$ cat config.mk
export PLATFORM = sky130hd
export DESIGN_NAME = shift_right_sticky_align
export DESIGN_NICKNAME = d
export VERILOG_FILES = /design/src/rtl/shift_right_sticky_align_pkg.sv /design/src/rtl/shift_right_sticky_align_shift_stage.sv /design/src/rtl/shift_right_sticky_align.sv
export SDC_FILE = /design/constraint.sdc
export NUM_CORES = 1
export LEC_CHECK = 0
export CORE_MARGIN = 5
export CORE_UTILIZATION = 59
export DETAILED_ROUTE_END_ITERATION = 8
export PLACE_DENSITY = 0.83
export SYNTH_ARGS = -nofsm -noshare
export SYNTH_HDL_FRONTEND = slang
export SYNTH_HIERARCHICAL = 1
export SYNTH_SLANG_ARGS = --single-unit
$ cat constraint.sdc
create_clock -name clk -period 4.9 [get_ports clk]
set_input_delay 0.735 -clock clk [delete_from_list [all_inputs] [get_ports clk]]
set_output_delay 0.735 -clock clk [all_outputs]
set_load 0.05 [all_outputs]
$ cat src/rtl/shift_right_sticky_align_pkg.sv
// Shared FPU constants and the stage-1 pipeline record for the mantissa
// alignment shifter.
package shift_right_sticky_align_pkg;

    localparam int MANT_W    = 24;
    localparam int GRS_W     = 3;
    localparam int WORK_W    = MANT_W + GRS_W;
    localparam int SHIFT_SAT = 27;

    // State carried from stage 1 to stage 2.
    typedef struct packed {
        logic [WORK_W-1:0] w;       // value after the 16/8 shifts
        logic              sticky;  // OR of bits dropped so far
        logic [2:0]        s_lo;    // remaining shift: 4, 2, 1
        logic              sat;     // shift saturated at SHIFT_SAT
    } stage1_t;

    // Any shift of SHIFT_SAT or more behaves as exactly SHIFT_SAT.
    function automatic logic [4:0] clamp_shift(input logic [7:0] sa);
        return (sa >= 8'(SHIFT_SAT)) ? 5'(SHIFT_SAT) : sa[4:0];
    endfunction

endpackage

$ cat src/rtl/shift_right_sticky_align_shift_stage.sv
// Combinational right shift by a fixed power of two; also reports whether
// any set bit was shifted out.
module shift_stage_sticky
    import shift_right_sticky_align_pkg::*;
#(
    parameter int SHIFT = 1
) (
    input  logic [WORK_W-1:0] din_i,
    input  logic              en_i,
    output logic [WORK_W-1:0] dout_o,
    output logic              sticky_o
);

    assign dout_o   = en_i ? (din_i >> SHIFT) : din_i;
    assign sticky_o = en_i & (|din_i[SHIFT-1:0]);

endmodule

$ cat src/rtl/shift_right_sticky_align.sv
// Two-stage mantissa alignment shifter with guard/round/sticky output and
// a valid/ready handshake that stalls as one unit.
module shift_right_sticky_align
    import shift_right_sticky_align_pkg::*;
(
    input  logic              clk,
    input  logic              rst,
    input  logic              in_valid,
    output logic              in_ready,
    input  logic [MANT_W-1:0] a,
    input  logic [7:0]        sa,
    output logic              out_valid,
    input  logic              out_ready,
    output logic [MANT_W-1:0] b,
    output logic [GRS_W-1:0]  grs
);

    logic              valid1_q;
    stage1_t           s1_q, s1_d;
    logic              valid2_q;
    logic [MANT_W-1:0] b_q, b_d;
    logic [GRS_W-1:0]  grs_q, grs_d;

    // An empty output stage always accepts, so bubbles get squeezed out.
    logic en;
    assign en        = out_ready | ~valid2_q;
    assign in_ready  = en;
    assign out_valid = valid2_q;
    assign b         = b_q;
    assign grs       = grs_q;

    // ---------------- stage 1: shifts by 16 and 8 ----------------
    logic [4:0]        shamt;
    logic              sat;
    logic [WORK_W-1:0] w0, w16, w8;
    logic              st16, st8;

    assign shamt = clamp_shift(sa);
    assign sat   = (shamt == 5'(SHIFT_SAT));
    assign w0    = {a, 3'b000};

    shift_stage_sticky #(.SHIFT(16)) u_sh16 (
        .din_i(w0), .en_i(shamt[4]), .dout_o(w16), .sticky_o(st16)
    );
    shift_stage_sticky #(.SHIFT(8)) u_sh8 (
        .din_i(w16), .en_i(shamt[3]), .dout_o(w8), .sticky_o(st8)
    );

    always_comb begin
        s1_d.w      = sat ? '0 : w8;
        s1_d.sticky = sat ? (|a) : (st16 | st8);
        s1_d.s_lo   = shamt[2:0];
        s1_d.sat    = sat;
    end

    // ---------------- stage 2: shifts by 4, 2 and 1 ----------------
    logic [WORK_W-1:0] w4, w2, w1, r;
    logic              st4, st2, st1, sticky;

    shift_stage_sticky #(.SHIFT(4)) u_sh4 (
        .din_i(s1_q.w), .en_i(s1_q.s_lo[2]), .dout_o(w4), .sticky_o(st4)
    );
    shift_stage_sticky #(.SHIFT(2)) u_sh2 (
        .din_i(w4), .en_i(s1_q.s_lo[1]), .dout_o(w2), .sticky_o(st2)
    );
    shift_stage_sticky #(.SHIFT(1)) u_sh1 (
        .din_i(w2), .en_i(s1_q.s_lo[0]), .dout_o(w1), .sticky_o(st1)
    );

    always_comb begin
        r      = s1_q.sat ? '0 : w1;
        sticky = s1_q.sticky | (~s1_q.sat & (st4 | st2 | st1));
        b_d    = r[WORK_W-1:GRS_W];
        grs_d  = {r[2], r[1], r[0] | sticky};
    end

    // NOTE: nonblocking assignments so both stages sample pre-edge values.
    always_ff @(posedge clk or posedge rst) begin
        if (rst) begin
            valid1_q <= 1'b0;
            s1_q     <= '0;
            valid2_q <= 1'b0;
            b_q      <= '0;
            grs_q    <= '0;
        end else if (en) begin
            valid1_q <= in_valid;
            valid2_q <= valid1_q;
            // Data only moves with a valid token; bubbles leave last values.
            if (in_valid) s1_q <= s1_d;
            if (valid1_q) begin
                b_q   <= b_d;
                grs_q <= grs_d;
            end
        end
    end

endmodule
==> metrics.csv, run 1 <==
metric;value;unit
cts.clk_slew.worst_paths;0.06;ns
globalRoute.totalOverflow;0;
cts_post_setup_buffers_inserted;0;
worstSkewPairLatency;0.33;ns
synthXorXnorAreaFrac;0;
initial_utilization;0.603;
rsz_0062_raised_after_global_routing;no;
final_count_of_pins_violating_max_slew;0;
numCtsBuffers;9;
initialDrtViolationCount;146;
hold-worst-slack;0.476;ns
fp-row-count;31;
post_synth_inst_count;379;
rr_worst_depth;7;
timing.critical_path.depth;8;
worst_clock_skew;0.0113;ns
worst-slew-pin-transition;1.16;ns
vias;2948;
hold_viol;0;
ios;65;
timing.critical_path.slowest_cell_delay;0.72;ns
worstPathMaxFanout;28;
maxSlewHeadroom;0.225;
tritoncts_num_sinks;61;
hold_class;flip-flop to flip-flop;
path_class;primary input to flip-flop;
startpoint_type;primary input;
drt_pass1_iterations;4;
setup.worst_path.end_class;flip-flop;
finalWorstPathRequiredPeriod;3.08;ns
dieArea;9190;um2
number_of_antenna_violations_at_the_first_check_in_global_routing;0;
max-vdd-ir-drop;0.000126;V
setup_viol_count_final;0;
post_cts.resized_instances;0;
worst-endpoint-arrival;3.29;ns
detailed_place_hpwl;6370;um
fillerInstances;521;
grt_first_pass_wirelength;13900;um
crit_share_post_route;0.629;
routabilityCongestion;0.914;
synth_area_in_simple_gates;0.140;
synth_warnings;6;
detail_routed_via_count_per_cell;5.47;
route.final.wire_length;8210;um
postPlaceCellArea;4870;um2
core-area;7210;um2
largest_net_degree_at_the_start_of_global_routing;62;
die_y;95.8;um
clk_tree_root_cell;sky130_fd_sc_hd__clkbuf_8;
postSynth.topFlopCell;sky130_fd_sc_hd__dfrtp_1;
mostFrequentLayoutCells;64 x sky130_fd_sc_hd__clkdlybuf4s50_1, 64 x sky130_fd_sc_hd__mux2_4, 61 x sky130_fd_sc_hd__dfrtp_1;
finalWorstSetupSlack;1.82;ns
muxShareOfSynthArea;0.325;
synth_cell_type_count;38;
cap_violations;0;
total_number_of_h_tree_levels;3;
fp.dieW;95.8;um
final_layout_size_suffix_gt1_frac;0.314;
drt.antenna.violating_nets;0;
ys_async_sr_fraction;1.00;
number_of_inserted_diodes;0;
power_density;227;nW/um2
cp_top_family;simple AND/OR/NAND/NOR gates;
numPortBuffers;64;
slowest_stage;sky130_fd_sc_hd__or2b_1;
register_area_share_after_synthesis;0.351;
preCtsSetupSlack;1.51;ns
synth_edf_count;0;
cp_cell_sequence;clkdlybuf4s50_1 > nor3_4 > or2b_1 > mux2_2 > nor4_1 > a21boi_0 > o32ai_1 > a21oi_1;
hold_crit_depth;2;
synth.ff_latch_count;61;
critPathRequiredTime;5.10;ns
timing.setup.tns;0;ns
power.static_leakage;2.34;nW
achievable-frequency;325;MHz
final_net_count;471;
synthesis.area_per_instance;11.5;um2
layout-area-overhead-vs-synth;16.9;%
cts_tree;built;
synth_fa_ha_area_frac;0;
run_status;completed;
main_combinational_cell_family_by_area_after_synthesis;multiplexers;
synth_area;4350;um2
cts_hold_buffers;0;
drt-wirelength-per-cell;15.2;um
vias_in_the_first_global_route;2906;
clk_path_buf_depth;2;
drc;0;
synth_compound_gate_area_share;0.111;
grt.total_usage;0.195;
post-route-cell-area;5080;um2
cp.buffers_inverters;1;
## cells in the mapped netlist, types with 3 or more instances
| cell | count | area, um2 |
|---|---|---|
| sky130_fd_sc_hd__buf_2 | 7 | 35.0 |
| sky130_fd_sc_hd__nor2b_1 | 16 | 100 |
| sky130_fd_sc_hd__buf_6 | 10 | 113 |
| sky130_fd_sc_hd__buf_8 | 3 | 45.0 |
| sky130_fd_sc_hd__buf_12 | 4 | 80.1 |
| sky130_fd_sc_hd__and2b_2 | 7 | 61.3 |
| sky130_fd_sc_hd__and2b_1 | 8 | 60.1 |
| sky130_fd_sc_hd__mux2_4 | 64 | 961 |
| sky130_fd_sc_hd__a21oi_1 | 4 | 20.0 |
| sky130_fd_sc_hd__nand2_1 | 57 | 214 |
| sky130_fd_sc_hd__inv_1 | 3 | 11.3 |
| sky130_fd_sc_hd__nor4_1 | 12 | 75.1 |
| sky130_fd_sc_hd__o21ai_0 | 28 | 140 |
| sky130_fd_sc_hd__dfrtp_1 | 61 | 1530 |
| sky130_fd_sc_hd__mux2_2 | 40 | 450 |
| sky130_fd_sc_hd__a22o_1 | 28 | 245 |
## worst reg2reg max path: stages (launching register included)
cell,delay (ns)
sky130_fd_sc_hd__dfrtp_1,0.36
sky130_fd_sc_hd__buf_4,0.37
sky130_fd_sc_hd__mux2_2,0.42
sky130_fd_sc_hd__mux2_2,0.28
sky130_fd_sc_hd__mux2_2,0.26
sky130_fd_sc_hd__or4_1,0.56
sky130_fd_sc_hd__a21oi_1,0.21
sky130_fd_sc_hd__o21ai_0,0.09
## registers in the layout, summed over array words and instances, names as in the netlist
register	flops
b	24
grs	3
out_valid	1
s1_q	32
valid1_q	1
## area by class of cell
type	count	area, um2	share of cell area
Clock buffer	13	169	0.0332
Clock inverter	3	42.5	0.00837
Inverter	4	15.0	0.00295
Multi-Input combinational cell	290	2530	0.497
Sequential cell	61	1530	0.300
Tap cell	99	124	0.0244
Timing Repair Buffer	69	678	0.133
## where the power goes
group / total [mW] / internal [mW] / switching, mW
sequential: 0.518 / 0.512 / 0.00583
clock: 0.458 / 0.276 / 0.182
combinational: 0.178 / 0.0749 / 0.103
total: 1.15 / 0.863 / 0.291
## per-layer routing
layer  routed length [um]  vias up  global-route usage  part of all wire
met3                  409        7              0.0493             0.050
met2                 3970       78               0.335              0.48
met4                   98        0              0.0533             0.012
li1                     -     1474                   -                 -
met5                    0        -                   0                 0
met1                 3730     1389               0.242              0.45
## final timing paths
check / startpoint / endpoint / slack (ns)
max: sa[7] / s1_q[4] / 1.82
min: b[1] / b[1] / 0.48
max reg2reg: s1_q[3] / grs[0] / 2.22
min reg2reg: b[1] / b[1] / 0.48
max in group asynchronous: rst / s1_q[14] / 3.47
min in group asynchronous: rst / b[18] / 0.94
## cells by family (layout without fill, tap and decap cells)
| kind of cell | count (synthesis) | count (layout) |
|---|---|---|
| DFF | 61 | 61 |
| AOI/OAI and AO/OA | 69 | 69 |
| muxes | 104 | 104 |
| other | 1 | 6 |
| and+or+nand+nor | 111 | 111 |
| buffers and inverters | 33 | 89 |
## metrics by stage
step           utilization  power, mW  instances
2_1_floorplan            -      0.659        384
3_3_place_gp         0.675      0.703        523
3_5_place_dp         0.675      0.706        523
4_1_cts              0.704       1.17        539
5_1_grt              0.704       1.21        539
6_report             0.704       1.15        539
No activity file was read; power rests on OpenSTA's default activity.
==> run 2: changes to the inputs <==
CORE_UTILIZATION = 50   (was 59)
PLACE_DENSITY = 0.75   (was 0.83)
clock period = 2.5 ns   (was 4.9 ns; I/O delays follow)
==> run 2 against run 1 <==
- die area grew 16%
- register-to-register slack got worse by 2.1 ns
- via count up 0.37%
- power grew 95%
- wire length up 8.0%
- global-route usage down 1.3 points
- flip-flop and latch count unchanged
- core utilization fell by 10 points
- clock power increased by 92%
- final cell count up 2.6%
- critical path depth decreased by 2
==> metrics.csv, run 2 (same netlist as run 1, synthesis figures left out) <==
metric;value;unit;change
run_status;completed;;
setup.worst_path.end_class;flip-flop;;
p_sw_frac;0.282;;+0.0303
max_flop_register;s1_q;;
drt.antenna.violating_nets;0;;unchanged
number_of_inserted_diodes;0;;unchanged
final_layout_size_suffix_gt1_frac;0.328;;+0.0145
startpoint_type;flip-flop;;
mostFrequentLayoutCells;64 x sky130_fd_sc_hd__mux2_4, 63 x sky130_fd_sc_hd__clkdlybuf4s50_1, 60 x sky130_fd_sc_hd__dfrtp_1;;
clk_path_buf_depth;2;;unchanged
routabilityCongestion;0.887;;-3.0%
fp.dieW;103;um;+7.7%
finalWorstSetupSlack;0.0973;ns;-1.72 ns
vias_in_the_first_global_route;3025;;+4.1%
cts.clk_slew.worst_paths;0.08;ns;+0.02 ns
timing.setup.tns;0;ns;unchanged
setup_viol_count_final;0;;unchanged
hold_viol;0;;unchanged
cts_post_setup_buffers_inserted;0;;unchanged
max-vdd-ir-drop;0.000212;V;+68%
cts_tree;built;;
core-area;8590;um2;+19%
combPwrFrac;0.158;;+0.004
fillerInstances;757;;+45%
drt-wirelength-per-cell;16.0;um;+5.3%
maxSlewHeadroom;0.606;;+0.382
detailed_place_hpwl;6930;um;+8.8%
drt_pass1_iterations;4;;unchanged
crit_share_post_route;0.961;;
cts_hold_buffers;0;;unchanged
die_y;103;um;+7.7%
most_common_library_cell_in_the_layout_ignoring_fill_and_taps;sky130_fd_sc_hd__mux2_4;;
ios;65;;unchanged
total_number_of_h_tree_levels;3;;unchanged
worst_clock_skew;0.00834;ns;-0.00300 ns
grt_first_pass_wirelength;15000;um;+8.0%
initial_utilization;0.506;;-0.0967
numPortBuffers;64;;unchanged
dieArea;10700;um2;+16%
grt.total_usage;0.181;;-0.0134
numCtsBuffers;9;;unchanged
clock_power_share;0.390;;-0.007
initialDrtViolationCount;142;;-2.7%
rsz_0062_raised_after_global_routing;no;;
cap_violations;0;;unchanged
path_class;flip-flop to flip-flop;;
largest_net_degree_at_the_start_of_global_routing;55;;-11%
preCtsSetupSlack;-0.168;ns;-1.68 ns
power_density;437;nW/um2;+93%
drc;0;;unchanged
rr_worst_depth;6;;-1
number_of_antenna_violations_at_the_first_check_in_global_routing;0;;unchanged
finalWorstPathRequiredPeriod;2.40;ns;
worstSkewPairLatency;0.34;ns;about the same
worstPathMaxFanout;6;;-79%
hold_class;primary input to async pin;;
internal_power;1.62;mW;+88%
fp-row-count;34;;+9.7%
clk_tree_root_cell;sky130_fd_sc_hd__clkbuf_8;;
layout.area.seq;1530;um2;about the same
multiInputGateArea;2530;um2;unchanged
worst-endpoint-arrival;2.60;ns;-0.69 ns
achievable-frequency;416;MHz;
final_net_count;476;;+1.1%
layout-area-overhead-vs-synth;18.6;%;
globalRoute.totalOverflow;0;;unchanged
detail_routed_via_count_per_cell;5.35;;-2.2%
final_count_of_pins_violating_max_slew;0;;unchanged
share_seq_of_total_power;0.452;;+0.003
vias;2959;;+0.37%
number_of_flip_flops_under_the_largest_register_name;32;;unchanged
critPathRequiredTime;2.70;ns;-2.40 ns
power.static_leakage;2.37;nW;+1.2%
tritoncts_num_sinks;61;;unchanged
route.final.wire_length;8870;um;+8.0%
worst-slew-pin-transition;0.590;ns;-0.573 ns
net-switching-power;636;uW;+120%
run 2: cell count changes in the layout (fill, tap and decap cells not counted), sizes merged:
cell           before  now
buf                 5   11
clkbuf             13    9
clkinv              1    4
clkdlybuf4s50      64   63
clkinvlp            1    2
run 2: metal layers:
metal  GRT usage  part of all wire  up-vias
met1       0.234              0.45     1378
met3      0.0315             0.046       17
met4      0.0837             0.028        0
li1            -                 -     1483
met5           0                 0        -
met2       0.297              0.48       81
run 2: layout make-up:
class | count | share of cell area
multi-input combinational | 290 | 0.490
sequential | 61 | 0.296
timing repair buffer | 74 | 0.146
tap | 108 | 0.0262
clock buffer | 9 | 0.0240
clock inverter | 7 | 0.0148
inverter | 4 | 0.00291
run 2: through the flow:
step                std cells   util  hold WS (ns)  total power, mW  cell area, um2
detailed placement        537  0.577         0.469             1.40            4950
global route              553  0.600         0.467             2.36            5160
global placement          537  0.577         0.450             1.39            4950
CTS                       553  0.600         0.420             2.28            5150
floorplan                 384      -         0.436             1.29            4370
finish                    553  0.600         0.412             2.25            5160
run 2: timing repair:
action,CTS,global route
gates resized for setup,0,1
hold endpoints to repair,0,0
endpoints found under the setup margin,0,1
run 2: power groups by stage:
stage	logic (mW)	registers [mW]	clock network [mW]
after CTS	0.360	1.02	0.904
after global placement	0.355	1.04	0
after detailed placement	0.359	1.04	0
final	0.357	1.02	0.878
after global routing	0.389	1.02	0.947
after floorplan	0.233	1.06	0
run 2: critical path, cell delays in order (launching register included):
cell	delay, ns
sky130_fd_sc_hd__dfrtp_2	0.46
sky130_fd_sc_hd__mux2_2	0.38
sky130_fd_sc_hd__mux2_2	0.29
sky130_fd_sc_hd__mux2_2	0.26
sky130_fd_sc_hd__or4_1	0.55
sky130_fd_sc_hd__a21oi_1	0.22
sky130_fd_sc_hd__o21ai_0	0.10
run 2: final timing paths:
check	startpoint	to	slack, ns
setup / recovery	s1_q[3]	grs[0]	0.1
min in group clk	b[18]	b[18]	0.48
setup reg to reg	s1_q[3]	grs[0]	0.1
hold reg to reg	b[18]	b[18]	0.48
hold / removal	rst	b[21]	0.41
max in group asynchronous	rst	s1_q[16]	1.50
==> run 3: changes to the inputs <==
CORE_ASPECT_RATIO = 1.4   (was default)
CORE_MARGIN = default   (was 5)
CTS_CLUSTER_DIAMETER = 50   (was default)
==> run 3 against run 2 <==
- maximum frequency is 2.0% higher
- sequential power hardly changed
- flip-flop and latch count stayed put
- power is 7.1% higher
- die area is 15% lower
- clock skew is 0.0023 ns lower
- critical path type unchanged
- critical endpoint unchanged
- highest routed layer unchanged
==> metrics.csv, run 3 (same netlist as run 1, synthesis figures left out) <==
metric;value;unit;change
run_status;completed;;
max_flop_register;s1_q;;
core-area;8300;um2;-3.5%
post-route-cell-area;5200;um2;+0.95%
vias;2998;;+1.3%
worst_clock_skew;0.00603;ns;-0.00232 ns
globalRoute.totalOverflow;0;;unchanged
total_number_of_h_tree_levels;3;;unchanged
cts_hold_buffers;0;;unchanged
startpoint_type;flip-flop;;
setup_viol_count_final;0;;unchanged
cts_tree;built;;
number_of_flip_flops_under_the_largest_register_name;32;;unchanged
drt-wirelength-per-cell;16.1;um;+0.17%
power_density;464;nW/um2;+6.1%
dieArea;9080;um2;-15%
number_of_antenna_violations_at_the_first_check_in_global_routing;0;;unchanged
hold_class;primary input to async pin;;
preCtsSetupSlack;-0.307;ns;-0.139 ns
finalWorstSetupSlack;0.144;ns;+0.0462 ns
critPathRequiredTime;2.68;ns;-0.02 ns
number_of_inserted_diodes;0;;unchanged
rsz_0062_raised_after_global_routing;no;;
grt_first_pass_wirelength;14500;um;-3.1%
numPortBuffers;64;;unchanged
postPlaceCellArea;4960;um2;about the same
drt.antenna.violating_nets;0;;unchanged
cts.clk_slew.worst_paths;0.05;ns;-0.03 ns
drt_pass1_iterations;4;;unchanged
initial_utilization;0.524;;+0.0182
finalWorstPathRequiredPeriod;2.36;ns;-0.0462 ns
final_net_count;479;;+0.63%
worst-slew-pin-transition;0.522;ns;-0.0678 ns
max-vdd-ir-drop;0.000316;V;+49%
fp-row-count;39;;+15%
crit_share_post_route;0.943;;-0.0185
fp.dieW;80.8;um;-22%
tritoncts_num_sinks;61;;unchanged
die_y;112;um;+8.8%
worstSkewPairLatency;0.32;ns;-0.02 ns
hold_viol;0;;unchanged
grt.total_usage;0.213;;+0.0314
setup.worst_path.end_class;flip-flop;;
hold-worst-slack;0.410;ns;-0.00150 ns
largest_net_degree_at_the_start_of_global_routing;55;;unchanged
ios;65;;unchanged
worstPathMaxFanout;6;;unchanged
layout-area-overhead-vs-synth;19.7;%;
detailed_place_hpwl;6900;um;-0.43%
maxSlewHeadroom;0.651;;+0.0447
timing.setup.tns;0;ns;unchanged
worst-endpoint-arrival;2.54;ns;-0.06 ns
post_cts.resized_instances;0;;unchanged
mostFrequentLayoutCells;64 x sky130_fd_sc_hd__mux2_4, 63 x sky130_fd_sc_hd__clkdlybuf4s50_1, 60 x sky130_fd_sc_hd__dfrtp_1;;
path_class;flip-flop to flip-flop;;
drc;0;;unchanged
clk_path_buf_depth;2;;unchanged
cts_post_setup_buffers_inserted;0;;unchanged
cap_violations;0;;unchanged
route.final.wire_length;8750;um;-1.3%
achievable-frequency;424;MHz;+2.0%
initialDrtViolationCount;95;;-33%
most_common_library_cell_in_the_layout_ignoring_fill_and_taps;sky130_fd_sc_hd__mux2_4;;
routabilityCongestion;0.898;;+1.3%
numCtsBuffers;9;;unchanged
vias_in_the_first_global_route;2966;;-2.0%
power.static_leakage;2.40;nW;+1.4%
final_count_of_pins_violating_max_slew;0;;unchanged
clk_tree_root_cell;sky130_fd_sc_hd__clkbuf_16;;
detail_routed_via_count_per_cell;5.50;;+2.8%
final_layout_size_suffix_gt1_frac;0.325;;-0.00303
[run 3: power by group]
part           leakage, nW  internal, mW  switching (mW)
registers            0.823          1.01          0.0172
logic                 1.46         0.154           0.203
clock network        0.119         0.665           0.368
total                 2.40          1.83           0.588
[run 3: critical path, cell delays in order, from the launching register on]
cell and delay [ns]:
sky130_fd_sc_hd__dfrtp_2 0.45, sky130_fd_sc_hd__mux2_2 0.37, sky130_fd_sc_hd__mux2_2 0.28, sky130_fd_sc_hd__mux2_2 0.26
sky130_fd_sc_hd__or4_1 0.57, sky130_fd_sc_hd__a21oi_1 0.20, sky130_fd_sc_hd__o21ai_0 0.09
[run 3: final timing paths]
kind	start	endpoint	slack (ns)	cells past startpoint
worst max register to register	s1_q[3]	grs[0]	0.14	6
worst min register to register	b[6]	b[6]	0.47	2
max in group asynchronous	rst	s1_q[3]	1.52	3
min in group clk	b[6]	b[6]	0.47	2
worst min-delay path	rst	b[17]	0.41	2
worst max-delay path	s1_q[3]	grs[0]	0.14	6
[run 3: cell type report]
cell class,count,area [um2]
inverters,4,15.0
repair buffers,77,761
well taps,102,128
fillers,698,3090
multi-input cells,290,2530
flip-flops and latches,61,1530
clock buffers,11,243
[run 3: metal layers]
| metal | part of all wire | routed length, um | track usage | vias to the layer above |
|---|---|---|---|---|
| met2 | 0.55 | 4840 | 0.387 | 60 |
| li1 | - | - | - | 1485 |
| met1 | 0.41 | 3590 | 0.237 | 1442 |
| met3 | 0.023 | 203 | 0.0390 | 11 |
| met4 | 0.014 | 125 | 0.0845 | 0 |
| met5 | 0 | 0 | 0 | - |
[run 3: stage by stage]
step	total power [mW]	util	cells
after floorplan	1.29	-	384
after global placement	1.39	0.598	534
after detailed placement	1.40	0.598	534
after CTS	2.44	0.627	545
after global routing	2.52	0.627	545
final	2.41	0.627	545
